===== src/rtl/fetch_sequencer.sv =====
// fetch_sequencer: PC generator and fetch controller.
// Issues in-order fetch requests over a valid/ready handshake. It limits the
// number of accepted-but-unanswered fetches and applies redirects from
// execute. Stale in-flight responses are flagged for dropping via rsp_keep.
// Optional feature macro: FETCH_SEQ_ALIGN_TRAP_EN. When defined, a misaligned
// redirect target traps into a sticky FAULT state. When undefined, the low
// target bits are cleared and fault is tied low.
module fetch_sequencer #(
   parameter int unsigned       XLEN         = 32,
   parameter logic [XLEN-1:0]   RESET_VECTOR = '0,
   parameter int unsigned       INST_BYTES   = 4,
   parameter int unsigned       MAX_INFLIGHT = 2,
   localparam int unsigned      CW           = $clog2(MAX_INFLIGHT + 1)
) (
   input  logic            clock,
   input  logic            reset,
   input  logic            halt,
   input  logic            redirect_valid,
   input  logic [XLEN-1:0] redirect_target,
   output logic            fetch_req_valid,
   input  logic            fetch_req_ready,
   output logic [XLEN-1:0] fetch_req_addr,
   input  logic            fetch_rsp_valid,
   output logic            rsp_keep,
   output logic [CW-1:0]   inflight,
   output logic            fault
);

   localparam logic [XLEN-1:0] ALIGN_MASK = XLEN'(INST_BYTES - 1);

   typedef enum logic [1:0] {
      ST_BOOT,
      ST_RUN,
      ST_REDIRECT,
      ST_FAULT
   } state_t;

   state_t          state_q, state_d;
   logic [XLEN-1:0] pc_q, pc_d;
   logic [XLEN-1:0] tgt_q, tgt_d;
   logic            held_q, held_d;
   logic [CW-1:0]   inflight_q, inflight_d;
   logic [CW-1:0]   drop_q, drop_d;

   logic            req_valid;
   logic            issue_ok;
   logic            fire;
   logic            rsp_eff;
   logic [XLEN-1:0] tgt_in;

   // State and counter registers; reset clears everything, including any pending redirect
   always_ff @(posedge clock or posedge reset) begin
      if (reset) begin
         state_q    <= ST_BOOT;
         pc_q       <= RESET_VECTOR;
         tgt_q      <= RESET_VECTOR;
         held_q     <= 1'b0;
         inflight_q <= '0;
         drop_q     <= '0;
      end else begin
         state_q    <= state_d;
         pc_q       <= pc_d;
         tgt_q      <= tgt_d;
         held_q     <= held_d;
         inflight_q <= inflight_d;
         drop_q     <= drop_d;
      end
   end

   // Next-state logic: handshake, in-flight accounting, and redirect application
   always_comb begin
      state_d    = state_q;
      pc_d       = pc_q;
      tgt_d      = tgt_q;
      held_d     = 1'b0;
      inflight_d = inflight_q;
      drop_d     = drop_q;

      // A held request stays asserted regardless of halt or the in-flight limit
      issue_ok  = (state_q == ST_RUN) && !halt && (inflight_q < CW'(MAX_INFLIGHT));
      req_valid = ((state_q == ST_RUN) || (state_q == ST_REDIRECT)) && (held_q || issue_ok);
      fire      = req_valid && fetch_req_ready;
      rsp_eff   = fetch_rsp_valid && (inflight_q != '0);
      tgt_in    = redirect_target & ~ALIGN_MASK;

      if (fire && !rsp_eff) begin
         inflight_d = inflight_q + CW'(1);
      end else if (!fire && rsp_eff) begin
         inflight_d = inflight_q - CW'(1);
      end

      if (rsp_eff && (drop_q != '0)) begin
         drop_d = drop_q - CW'(1);
      end

      if (fire) begin
         pc_d = pc_q + XLEN'(INST_BYTES);
      end

      held_d = req_valid && !fetch_req_ready;

      // Applying a redirect overrides the +INST_BYTES step. Everything still in
      // flight after this cycle's fire/response belongs to the old path.
      case (state_q)
         ST_BOOT: begin
            state_d = ST_RUN;
            if (redirect_valid) begin
               pc_d   = tgt_in;
               drop_d = inflight_d;
            end
         end
         ST_RUN: begin
            if (redirect_valid) begin
               if (held_d) begin
                  tgt_d   = tgt_in;
                  state_d = ST_REDIRECT;
               end else begin
                  pc_d   = tgt_in;
                  drop_d = inflight_d;
               end
            end
         end
         ST_REDIRECT: begin
            if (redirect_valid) begin
               tgt_d = tgt_in;
            end
            if (fire) begin
               pc_d    = redirect_valid ? tgt_in : tgt_q;
               drop_d  = inflight_d;
               state_d = ST_RUN;
            end
         end
         default: begin
            held_d = 1'b0;
         end
      endcase

`ifdef FETCH_SEQ_ALIGN_TRAP_EN
      if (redirect_valid && (state_q != ST_FAULT) && ((redirect_target & ALIGN_MASK) != '0)) begin
         state_d = ST_FAULT;
         pc_d    = pc_q;
         tgt_d   = tgt_q;
         held_d  = 1'b0;
      end
`endif
   end

   assign fetch_req_valid = req_valid;
   assign fetch_req_addr  = pc_q;
   assign inflight        = inflight_q;
   assign rsp_keep        = fetch_rsp_valid && (drop_q == '0) && (state_q != ST_FAULT);

`ifdef FETCH_SEQ_ALIGN_TRAP_EN
   assign fault = (state_q == ST_FAULT);
`else
   assign fault = 1'b0;
`endif

endmodule


===== config.mk =====
export PLATFORM = sky130hd
export DESIGN_NAME = fetch_sequencer
export DESIGN_NICKNAME = d
export VERILOG_FILES = /design/src/rtl/fetch_sequencer.sv
export SDC_FILE = /design/constraint.sdc
export NUM_CORES = 1
export LEC_CHECK = 0
export BUFFER_PORTS_ARGS = -buffer_cell sky130_fd_sc_hd__buf_4
export CAP_MARGIN = 20
export CORE_MARGIN = 2
export CORE_UTILIZATION = 35
export DETAILED_ROUTE_END_ITERATION = 7
export PLACE_DENSITY = 0.58
export SYNTH_ARGS = -nofsm -noshare
export SYNTH_HDL_FRONTEND = slang
export SYNTH_SLANG_ARGS = --single-unit

===== constraint.sdc =====
create_clock -name clock -period 4.2 [get_ports clock]
set_input_delay 0.84 -clock clock [delete_from_list [all_inputs] [get_ports clock]]
set_output_delay 0.84 -clock clock [all_outputs]
set_load 0.02 [all_outputs]

[After elaboration in Yosys (flattened, before gate mapping)]
Cells that the tools add are included.
Widths: inputs -> output; s select.
Word-level totals
  register bits: 71
  output and inout port bits: 37
  word-level logic and storage cells: 66
Operators by class
  $add $sub $neg: 4
  $lt $le $gt $ge: 1
  equal/unequal tests: 6
  muxes and demuxes: 23
  reductions and logical operators: 26
Operators by type and width (number)
  $mux 32: 8
  $pmux 32 s3: 1
  $pmux 32 s2: 1
  $add 32x3->32 const B: 1
  $mux 2: 10
  $pmux 2 s3: 2
  $logic_and 1x1->1: 11
  $ne 2x2->1 const B: 3
  $reduce_bool 2->1: 3
  $logic_not 1->1: 4
  $logic_not 2->1: 2
  $reduce_and 4->1: 1
  $sub 2x1->2 const B: 2
  $reduce_and 3->1: 1
  $reduce_bool 3->1: 1
  $reduce_or 3->1: 1
  $add 2x1->2 const B: 1
  $eq 2x1->1 const B: 1
  $eq 2x2->1 const B: 1
  $logic_or 1x1->1: 2
  $lt 2x2->1 const B: 1
  $ne 2x1->1 const B: 1
  $mux 1: 1

[Longest topological paths before layout]
Gate-level depths: netlist (run 1).
  depth in word-level cells: 13
  depth in mapped cells: 11
  depth with buffers taken out: 7

[Worst setup path before layout (run 1)]
Ideal clock, no wire load.
  path kind: input to output
  start: input halt
  end: output fetch_req_valid
  arrival time: 1.854 ns
  data required time: 3.360 ns
  setup slack: 1.506 ns
  stages: 3
  path buffers: 1
  cells stage by stage: or3b_1 buf_6 a21boi_0
Between the ends
  word-level cells in the longest chain between the ends: 5
Ends and longest elaborated chain
  start, declared: RTL line 17  | input logic halt,
  $logic_not 1->1: RTL line 80  | issue_ok = (state_q == ST_RUN) && !halt && (inflight_q < CW'(MAX_INFLIGHT));
  $logic_and 1x1->1 (2 in series): RTL line 80
  $logic_or 1x1->1: RTL line 81  | req_valid = ((state_q == ST_RUN) || (state_q == ST_REDIRECT)) && (held_q || issue_ok);
  $logic_and 1x1->1: RTL line 81
  end, declared: RTL line 20  | output logic fetch_req_valid,
No other way between the ends.

[Worst setup path after layout (run 1)]
  start: register state_q[1]
  end: output fetch_req_valid
Between the ends
  word-level cells in the longest chain between the ends: 5
  elaborated cells on any way between the ends: 7
  classes of those cells: eq/ne (2); reduce/logical (5)
Ends and longest elaborated chain
  start, declared: RTL line 38  | state_t state_q, state_d;
  start signal, assigned: RTL line 61  | state_q <= state_d;
  $eq 2x1->1: RTL line 80, 81
  $logic_and 1x1->1 (2 in series): RTL line 80
  $logic_or 1x1->1: RTL line 81
  $logic_and 1x1->1 *: RTL line 81
Every way passes the cells marked *; elsewhere a longest branch is shown, timed or not.

==> metrics.md, run 1 <==
| Metric | Value |
|---|---|
| Measured slew at the worst slew-check pin | 1020 ps |
| Core area | 12700 µm² |
| Dpl ws | 1320 ps |
| First-pass GRT wire length | 21.9 mm |
| Number of global-route vias before repair | 3996 |
| Final WL | 13.8 mm |
| Post-Layout Inst Area | 5630 µm² |
| Synth top area cells | dfrtp_1 38%, mux2_2 7.3%, xnor2_1 4.6% |
| DP Area | 5310 µm² |
| Num CTS Buffers | 9 |
| Top FF cell, synth | dfrtp_1 |
| Syn_nets | 523 |
| Final GP Congestion | 0.861 |
| Routed Antenna Nets | 0 |
| PD cells | 802 nW/µm² |
| Layout cell share with drive strength beyond 1 | 26.9% |
| DIE WIDTH | 119 µm |
| Finished Layout Cells | 718 |
| Initial antenna violation count | 0 |
| Post-route DRC | 0 |
| # fillers | 1287 |
| Mux share of post-synthesis cell area | 10.1% |
| Main combinational cell family by area after synthesis | compound AO/OA/AOI/OAI gates |
| Pin count of the biggest net entering global routing | 47 |
| Root buffer cell | clkbuf_16 |
| Setup slack after layout | 1130 ps |
| Drt pass-1 iters | 5 |
| Die Y | 119 µm |
| WP data required | 3360 ps |
| Flop pwr share | 29.0% |
| Vias per cell | 5.73 |
| Async SR Flop Fraction | 100% |
| Number of clock sinks | 71 |
| Total power | 4.51 mW |
| Grt ovf | 0 |
| YS warnings | 0 |
| Status | finished clean |
| 1st-iter DRT viols | 357 |
| Initial core utilization | 36.3% |
| #FFs+latches synth | 71 |
| Post-Synth Adder-Cell Area | 2.11% |
| Clock share of power | 18.5% |
| Static leakage | 2.37 nW |
| Compound-Gate Fraction of Synth Area | 21.7% |
| Postcts setup bufs | 0 |
| Setup crit start kind | flop |
| Post-synth EDFFs | 0 |
| Post-Synth XOR/XNOR Area | 5.50% |
| CTS clk-pin slew, worst paths | 60 ps |
| Combinational power share | 52.4% |
| Top cells by count, synth | 71 x dfrtp_1, 39 x nand2_1, 30 x mux2_2, 28 x o21ai_0, 24 x xnor2_1 |
| Peak supply drop | 0.304 mV |
| Synth top area share | 38.5% |
| Vias | 4112 |
| Most numerous cell in the Yosys netlist | dfrtp_1 |
| Max clock buf depth | 2 |
| Post-synth top area cell | dfrtp_1 |
| Final Max Slew Viols | 0 |
| Fin util | 44.2% |
| Inserted Diodes | 0 |
| WS Path Type | reg -> out |
| Post-CTS resize count | 0 |
| Mapped cell area | 4620 µm² |
| Setup TNS | 0 ps |
| Clock latency on the worst-skew pair | 350 ps |
| Post-layout net count | 587 |
| # IOs | 75 |
| CP Capture Type | output port |
| TritonCTS clock tree | done |
| Routed len/inst | 19.2 µm |
| HP Class | reg -> reg |
| Post-Syn Area per Cell | 9.66 µm² |
| Synthesized instance count | 478 |
| Setup-failing EPs final | 0 |
| RSZ-0062 raised after global routing | false |
| Sw Share | 43.1% |
| Max Clock Freq | 325 MHz |
| Synth-to-layout area growth | 21.9% |
| Worst EP arrival | 2230 ps |
| Max Cap Viol | 0 |
| All-Layer GR Usage | 19.7% |
| Int Power | 2.57 mW |
| Hpwl dp | 9.23 mm |
| Distinct cells, synth | 66 |
| Seq/Total Area, Yosys | 38.5% |
| CTS H-tree depth | 3 |
| Synth Area in Simple Gates | 16.9% |
| Final min period | 3070 ps |
| Core Rows | 41 |
| Slew headroom | 32.2% |
| Clock Skews | 8.30 ps |
| Die Footprint | 14100 µm² |
| Port bufs | 71 |
| Psw | 1.95 mW |
| Crit path max fanout | 19 |
| Placed Instances | 703 |
| Final Cycle Share | 73.2% |
| Final Hold Viols | 0 |
| Worst hold margin | 491 ps |
| Cts hold-fix bufs | 0 |
## power by group through the flow
stage	Combinational, mW	Sequential, mW	Clock (mW)
floorplan	1.49	1.38	0
global placement	2.29	1.30	0
detailed placement	2.35	1.31	0
CTS	2.36	1.31	0.841
global route	2.57	1.36	0.872
finish	2.37	1.31	0.837
## worst paths after layout
kind,end,slack (ps),depth (start not counted),startpoint
worst min register to register,tgt_q[0],490,1,tgt_q[0]
min in group asynchronous,tgt_q[29],550,2,reset
max in group asynchronous,tgt_q[17],2620,3,reset
worst max register to register,fetch_req_addr[1],1310,8,state_q[0]
worst min-delay path,tgt_q[0],490,1,tgt_q[0]
worst max-delay path,fetch_req_valid,1130,6,state_q[1]
## registers in the layout, indices dropped and copies added, names as in the netlist
| signal | count |
|---|---|
| fetch_req_addr | 32 |
| tgt_q | 32 |
| drop_q | 2 |
| inflight | 2 |
| state_q | 2 |
| held_q | 1 |
## worst max-delay path, stage by stage (launching register included)
cell,delay [ps]
dfrtp_1,410
inv_1,90
ha_1,140
buf_4,240
or3b_1,540
a21boi_0,290
buf_4,190
## routing by layer
layer	track usage (%)	share of wire, %	up-vias
met2	31.0	47	137
met1	26.9	46	2059
met3	4.36	6.0	17
met5	0	0	-
met4	6.77	1.3	0
li1	-	-	1899
## logic make-up after synthesis
logic type / Yosys count
AO/OA/AOI/OAI: 141
XOR/XNOR: 29
adder cells (fa/ha/maj): 8
buffers and inverters: 52
flip-flops: 71
multiplexers: 43
other: 1
AND/OR/NAND/NOR: 133
## layout make-up
type	count	area, µm²	area share, %
inverters	20	75.1	1.33
clock buffers	11	243	4.31
clock inverters	4	70.1	1.25
flip-flops and latches	71	1780	31.6
repair buffers	85	642	11.4
well taps	172	215	3.82
multi-input cells	355	2610	46.3
## cell usage in the layout (no fill, tap or decap), types with 3 or more instances in the layout
cell / count
nor4_1: 6
inv_1: 17
mux2i_1: 13
nor2_1: 12
xnor2_1: 24
and4_1: 3
o211ai_1: 9
o2bb2ai_1: 4
mux2_2: 30
nand2_1: 39
nand2b_1: 11
buf_4: 84
a22oi_1: 11
nor4_4: 3
dfrtp_1: 71
nand4_1: 5
a32oi_1: 10
or3_1: 7
a221o_1: 6
ha_1: 7
o22a_1: 3
xor2_1: 5
clkbuf_16: 9
a21o_1: 4
a221oi_1: 3
and3_1: 3
o21ai_0: 28
a21oi_1: 23
and2_1: 12
nor3_1: 8
o22ai_1: 18
nand3_1: 12
No activity file was read; power rests on OpenSTA's default activity.
==> inputs of run 2 (changes only) <==
==> constraint.sdc (replaced) <==
create_clock -name clock -period 3.05 [get_ports clock]
set_input_delay 0.61 -clock clock [delete_from_list [all_inputs] [get_ports clock]]
set_output_delay 0.61 -clock clock [all_outputs]
set_load 0.02 [all_outputs]
==> run 2 against run 1 <==
  * Flip-flop and latch count did not move
  * Sequential power rose by 37%
  * Register-to-register slack got worse by 920 ps
  * Core utilization rose by 0.69 points
  * Final cell count rose by 1.4%
  * Total power rose by 38%
  * Combinational power rose by 41%
  * Critical path type is now reg -> reg
==> metrics.md, run 2 (synthesized netlist as in run 1, its figures left out) <==
| Metric | Value |
|---|---|
| Status | finished clean (unchanged) |
| Synth-to-layout area growth | 23.8% (was 21.9%) |
| Vias per cell | 5.59 (was 5.73) |
| Max Clock Freq | 376 MHz |
| Clock Skews | 6.27 ps (was 8.30 ps) |
| Combinational power share | 53.6% (was 52.4%) |
| Max Cap Viol | 0 (unchanged) |
| Clock latency on the worst-skew pair | 340 ps (was 350 ps) |
| DP Area | 5400 µm² (was 5310 µm²) |
| Grt ovf | 0 (unchanged) |
| Flop pwr share | 28.8% (was 29.0%) |
| Sw Share | 42.6% (was 43.1%) |
| All-Layer GR Usage | 19.2% (was 19.7%) |
| Number of global-route vias before repair | 3973 (was 3996) |
| WS Path Type | reg -> reg (was reg -> out) |
| Layout cell share with drive strength beyond 1 | 28.1% (was 26.9%) |
| Initial antenna violation count | 0 (unchanged) |
| Cts hold-fix bufs | 0 (unchanged) |
| Final Hold Viols | 0 (unchanged) |
| # fillers | 1264 (was 1287) |
| Hpwl dp | 9.21 mm (was 9.23 mm) |
| Die Y | 119 µm (unchanged) |
| TritonCTS clock tree | done (unchanged) |
| RSZ-0062 raised after global routing | false (unchanged) |
| Measured slew at the worst slew-check pin | 681 ps (was 1020 ps) |
| Pin count of the biggest net entering global routing | 72 (was 47) |
| Final Cycle Share | 87.2% |
| Final min period | 2660 ps |
| # IOs | 75 (unchanged) |
| Setup TNS | 0 ps (unchanged) |
| Vias | 4067 (was 4112) |
| DIE WIDTH | 119 µm (unchanged) |
| Int Power | 3.57 mW (was 2.57 mW) |
| Crit path max fanout | 7 (was 19) |
| CTS clk-pin slew, worst paths | 50 ps (was 60 ps) |
| Post-route DRC | 0 (unchanged) |
| PD cells | 1090 nW/µm² (was 802 nW/µm²) |
| Initial core utilization | 36.3% (unchanged) |
| Routed Antenna Nets | 0 (unchanged) |
| Final GP Congestion | 0.908 (was 0.861) |
| Post-CTS resize count | 0 (unchanged) |
| Inserted Diodes | 0 (unchanged) |
| Finished Layout Cells | 728 (was 718) |
| Core Rows | 41 (unchanged) |
| Setup-failing EPs final | 0 (unchanged) |
| Die Footprint | 14100 µm² (unchanged) |
| Worst hold margin | 357 ps (was 491 ps) |
| Core area | 12700 µm² (unchanged) |
| Setup crit start kind | flop (unchanged) |
| Psw | 2.65 mW (was 1.95 mW) |
| CP Capture Type | flop (was output port) |
| Setup slack after layout | 390 ps (was 1130 ps) |
| Routed len/inst | 18.4 µm (was 19.2 µm) |
| Worst r2r path cells | 8 (unchanged) |
| CTS H-tree depth | 3 (unchanged) |
| Port bufs | 71 (unchanged) |
| First-pass GRT wire length | 21.4 mm (was 21.9 mm) |
| Number of clock sinks | 71 (unchanged) |
| Root buffer cell | clkbuf_16 (unchanged) |
| Total power | 6.22 mW (was 4.51 mW) |
| Drt pass-1 iters | 5 (unchanged) |
| WP data required | 3260 ps (was 3360 ps) |
| Static leakage | 2.42 nW (was 2.37 nW) |
| 1st-iter DRT viols | 246 (was 357) |
| Max clock buf depth | 2 (unchanged) |
| Fin util | 44.9% (was 44.2%) |
| Final WL | 13.4 mm (was 13.8 mm) |
| Post-layout net count | 596 (was 587) |
| Post-Layout Inst Area | 5710 µm² (was 5630 µm²) |
| Most frequent cells in the layout | 92 x buf_4, 71 x dfrtp_1, 39 x nand2_1, 30 x mux2_2, 28 x o21ai_0 (was 84 x buf_4, 71 x dfrtp_1, 39 x nand2_1, 30 x mux2_2, 28 x o21ai_0) |
| Num CTS Buffers | 9 (unchanged) |
| Placed Instances | 711 (was 703) |
| Clock share of power | 17.6% (was 18.5%) |
| Postcts setup bufs | 0 (unchanged) |
| Dpl ws | 307 ps (was 1320 ps) |
| Most common cell after layout, fill and taps aside | buf_4 (unchanged) |
| HP Class | in -> async (was reg -> reg) |
| Final Max Slew Viols | 0 (unchanged) |
| Peak supply drop | 0.346 mV (was 0.304 mV) |
| Worst EP arrival | 2870 ps (was 2230 ps) |
| Slew headroom | 54.6% (was 32.2%) |
run 2: cell count changes in the layout (fill, tap and decap cells not counted), sizes merged:
cell	delta
clkbuf	+3
clkinv	-2
bufinv	-1
clkinvlp	+1
buf	+9
run 2: final cells by class:
cell class / instances / area, µm² / area share, %
clock inverters: 2 / 37.5 / 0.657
flip-flops and latches: 71 / 1780 / 31.1
multi-input cells: 355 / 2610 / 45.6
clock buffers: 14 / 274 / 4.80
repair buffers: 94 / 731 / 12.8
well taps: 172 / 215 / 3.77
inverters: 20 / 75.1 / 1.31
run 2: path summary, 6_finish.rpt:
| path | from | endpoint | slack [ps] |
|---|---|---|---|
| min in group clock | tgt_q[29] | tgt_q[29] | 500 |
| setup reg to reg | state_q[1] | fetch_req_addr[20] | 390 |
| hold reg to reg | tgt_q[29] | tgt_q[29] | 500 |
| hold / removal | reset | inflight[1] | 360 |
| max in group asynchronous | reset | tgt_q[0] | 2360 |
| setup / recovery | state_q[1] | fetch_req_addr[20] | 390 |
run 2: worst max-delay path, cell delays in order, from the launching register on:
cell and delay, ps:
dfrtp_1 390, inv_1 80, ha_1 410, nand2b_1 210
a221oi_1 610, a21oi_1 330, buf_4 250, a22oi_1 150
o22ai_1 100
run 2: metal layers:
layer,part of all wire (%),vias to the layer above,wire length (µm),track usage [%]
met5,0,-,0,0
met4,1.9,0,258,7.29
met3,5.2,19,690,2.49
met2,46,125,6080,30.1
met1,47,2001,6330,26.8
li1,-,1922,-,-
run 2: power groups by stage:
stage	clock network [mW]	logic [mW]	registers (mW)
after floorplan	0	2.06	1.91
after global placement	0	3.26	1.78
after detailed placement	0	3.31	1.80
after CTS	1.12	3.32	1.79
after global routing	1.16	3.63	1.85
final	1.09	3.34	1.79
==> inputs of run 3 (changes only) <==
--- a/config.mk
+++ b/config.mk
@@ -7,10 +7,12 @@
 export LEC_CHECK = 0
 export BUFFER_PORTS_ARGS = -buffer_cell sky130_fd_sc_hd__buf_4
 export CAP_MARGIN = 20
+export CELL_PAD_IN_SITES_DETAIL_PLACEMENT = 0
+export CELL_PAD_IN_SITES_GLOBAL_PLACEMENT = 1
 export CORE_MARGIN = 2
 export CORE_UTILIZATION = 35
 export DETAILED_ROUTE_END_ITERATION = 7
-export PLACE_DENSITY = 0.58
+export PLACE_DENSITY = 0.7
 export SYNTH_ARGS = -nofsm -noshare
 export SYNTH_HDL_FRONTEND = slang
 export SYNTH_SLANG_ARGS = --single-unit
==> run 3 against run 2 <==
  * Final cell count is 0.27% higher
  * Die area stayed put
  * Hold slack better by 18 ps
  * Critical path type unchanged
  * Critical endpoint is now fetch_req_addr[31]
  * Largest cell class unchanged
==> metrics.md, run 3 (synthesized netlist as in run 1, its figures left out) <==
| Metric | Value |
|---|---|
| Final GP Congestion | 0.911 (was 0.908) |
| Root buffer cell | clkbuf_16 (unchanged) |
| Drt pass-1 iters | 5 (unchanged) |
| Routed Antenna Nets | 0 (unchanged) |
| Setup TNS | 0 ps (unchanged) |
| Peak supply drop | 0.347 mV (was 0.346 mV) |
| Setup-failing EPs final | 0 (unchanged) |
| Fin util | 45.0% (was 44.9%) |
| Slowest CP cell | a21oi_1 (was a221oi_1) |
| Grt ovf | 0 (unchanged) |
| # IOs | 75 (unchanged) |
| HP Class | in -> async (unchanged) |
| Worst EP arrival | 3100 ps (was 2870 ps) |
| Core area | 12700 µm² (unchanged) |
| Hpwl dp | 9.44 mm (was 9.21 mm) |
| CP Capture Type | flop (unchanged) |
| DIE WIDTH | 119 µm (unchanged) |
| Most common cell after layout, fill and taps aside | buf_4 (unchanged) |
| Post-Layout Inst Area | 5730 µm² (was 5710 µm²) |
| First-pass GRT wire length | 21.8 mm (was 21.4 mm) |
| Final Max Slew Viols | 0 (unchanged) |
| Combinational power share | 53.2% (was 53.6%) |
| Post-layout net count | 598 (was 596) |
| Status | finished clean (unchanged) |
| Clock share of power | 18.4% (was 17.6%) |
| Postcts setup bufs | 0 (unchanged) |
| Final Cycle Share | 93.0% (was 87.2%) |
| CTS H-tree depth | 3 (unchanged) |
| Routed len/inst | 18.5 µm (was 18.4 µm) |
| WP data required | 3310 ps (was 3260 ps) |
| Worst path bufs/invs | 2 (unchanged) |
| Setup crit start kind | flop (unchanged) |
| CTS clk-pin slew, worst paths | 60 ps (was 50 ps) |
| Die Y | 119 µm (unchanged) |
| Cts hold-fix bufs | 0 (unchanged) |
| Layout cell share with drive strength beyond 1 | 28.3% (was 28.1%) |
| Max Cap Viol | 0 (unchanged) |
| Psw | 2.65 mW (about the same) |
| RSZ-0062 raised after global routing | false (unchanged) |
| Pin count of the biggest net entering global routing | 45 (was 72) |
| Final min period | 2840 ps (was 2660 ps) |
| Crit-path cells | inv_1 -> ha_1 -> buf_4 -> nor3b_2 -> o211ai_1 -> a21oi_1 -> a22oi_1 -> o22ai_2 (was inv_1 -> ha_1 -> nand2b_1 -> a221oi_1 -> a21oi_1 -> buf_4 -> a22oi_1 -> o22ai_1) |
| 1st-iter DRT viols | 218 (was 246) |
| Flop pwr share | 28.4% (was 28.8%) |
| All-Layer GR Usage | 19.8% (was 19.2%) |
| Crit path max fanout | 10 (was 7) |
| Vias per cell | 5.48 (was 5.59) |
| Most frequent cells in the layout | 95 x buf_4, 71 x dfrtp_1, 39 x nand2_1, 30 x mux2_2, 28 x o21ai_0 (was 92 x buf_4, 71 x dfrtp_1, 39 x nand2_1, 30 x mux2_2, 28 x o21ai_0) |
| Crit path max-delay family | compound AO/OA/AOI/OAI gates (unchanged) |
| Initial antenna violation count | 0 (unchanged) |
| Synth-to-layout area growth | 24.2% (was 23.8%) |
| Clock latency on the worst-skew pair | 340 ps (about the same) |
| Slew headroom | 26.3% (was 54.6%) |
| Port bufs | 71 (unchanged) |
| TritonCTS clock tree | done (unchanged) |
| Final WL | 13.5 mm (was 13.4 mm) |
| Int Power | 3.63 mW (was 3.57 mW) |
| DP Area | 5410 µm² (was 5400 µm²) |
| Core Rows | 41 (unchanged) |
| Max Clock Freq | 352 MHz (was 376 MHz) |
| Crit-path max cell delay | 870 ps (was 610 ps) |
| # fillers | 1248 (was 1264) |
| Final Hold Viols | 0 (unchanged) |
| PD cells | 1100 nW/µm² (was 1090 nW/µm²) |
| Measured slew at the worst slew-check pin | 1110 ps (was 681 ps) |
| Number of clock sinks | 71 (unchanged) |
| Clock Skews | 8.59 ps (was 6.27 ps) |
| Max clock buf depth | 2 (unchanged) |
| Num CTS Buffers | 9 (unchanged) |
| Static leakage | 2.44 nW (was 2.42 nW) |
| Post-CTS resize count | 0 (unchanged) |
| Inserted Diodes | 0 (unchanged) |
| Sw Share | 42.2% (was 42.6%) |
| Initial core utilization | 36.3% (unchanged) |
| Number of global-route vias before repair | 4090 (was 3973) |
| Die Footprint | 14100 µm² (unchanged) |
| Post-route DRC | 0 (unchanged) |
| WS Path Type | reg -> reg (unchanged) |
| Vias | 4000 (was 4067) |
run 3: layout make-up:
| type | count | area (µm²) | area share, % |
|---|---|---|---|
| clock inverters | 3 | 65.1 | 1.14 |
| inverters | 20 | 75.1 | 1.31 |
| clock buffers | 13 | 260 | 4.54 |
| well taps | 172 | 215 | 3.76 |
| flip-flops and latches | 71 | 1780 | 31.0 |
| repair buffers | 96 | 733 | 12.8 |
| multi-input cells | 355 | 2610 | 45.5 |
run 3: worst register-to-register path, cell delays in order, from the launching register on:
cell	delay [ps]
dfrtp_1	410
inv_1	90
ha_1	170
buf_4	190
nor3b_2	460
o211ai_1	170
a21oi_1	870
a22oi_1	200
o22ai_2	210
run 3: stage by stage:
stage	hold WS [ps]	power [mW]	cells	setup slack, ps
global route	420	6.71	730	41.0
finish	375	6.28	730	213
floorplan	453	3.96	478	643
global placement	474	5.06	714	269
detailed placement	471	5.11	714	222
CTS	399	6.30	730	233
run 3: worst paths after layout:
path	startpoint	endpoint	slack, ps	cells past startpoint
min in group clock	tgt_q[0]	tgt_q[0]	480	1
worst max register to register	state_q[1]	fetch_req_addr[31]	210	8
max in group asynchronous	reset	tgt_q[25]	2010	3
worst min register to register	tgt_q[0]	tgt_q[0]	480	1
worst min-delay path	reset	tgt_q[26]	370	2
worst max-delay path	state_q[1]	fetch_req_addr[31]	210	8
run 3: power by group through the flow:
stage          Combinational, mW  Sequential, mW  Clock (mW)
2_1_floorplan               2.06            1.91           0
3_3_place_gp                3.28            1.78           0
3_5_place_dp                3.32            1.79           0
4_1_cts                     3.34            1.78        1.18
5_1_grt                     3.65            1.85        1.22
6_report                    3.34            1.78        1.16
run 3: per-layer routing:
layer / track usage (%) / wire length, µm
met1: 26.5 / 6310
met2: 31.1 / 6230
met3: 4.55 / 758
met4: 7.51 / 233
met5: 0 / 0
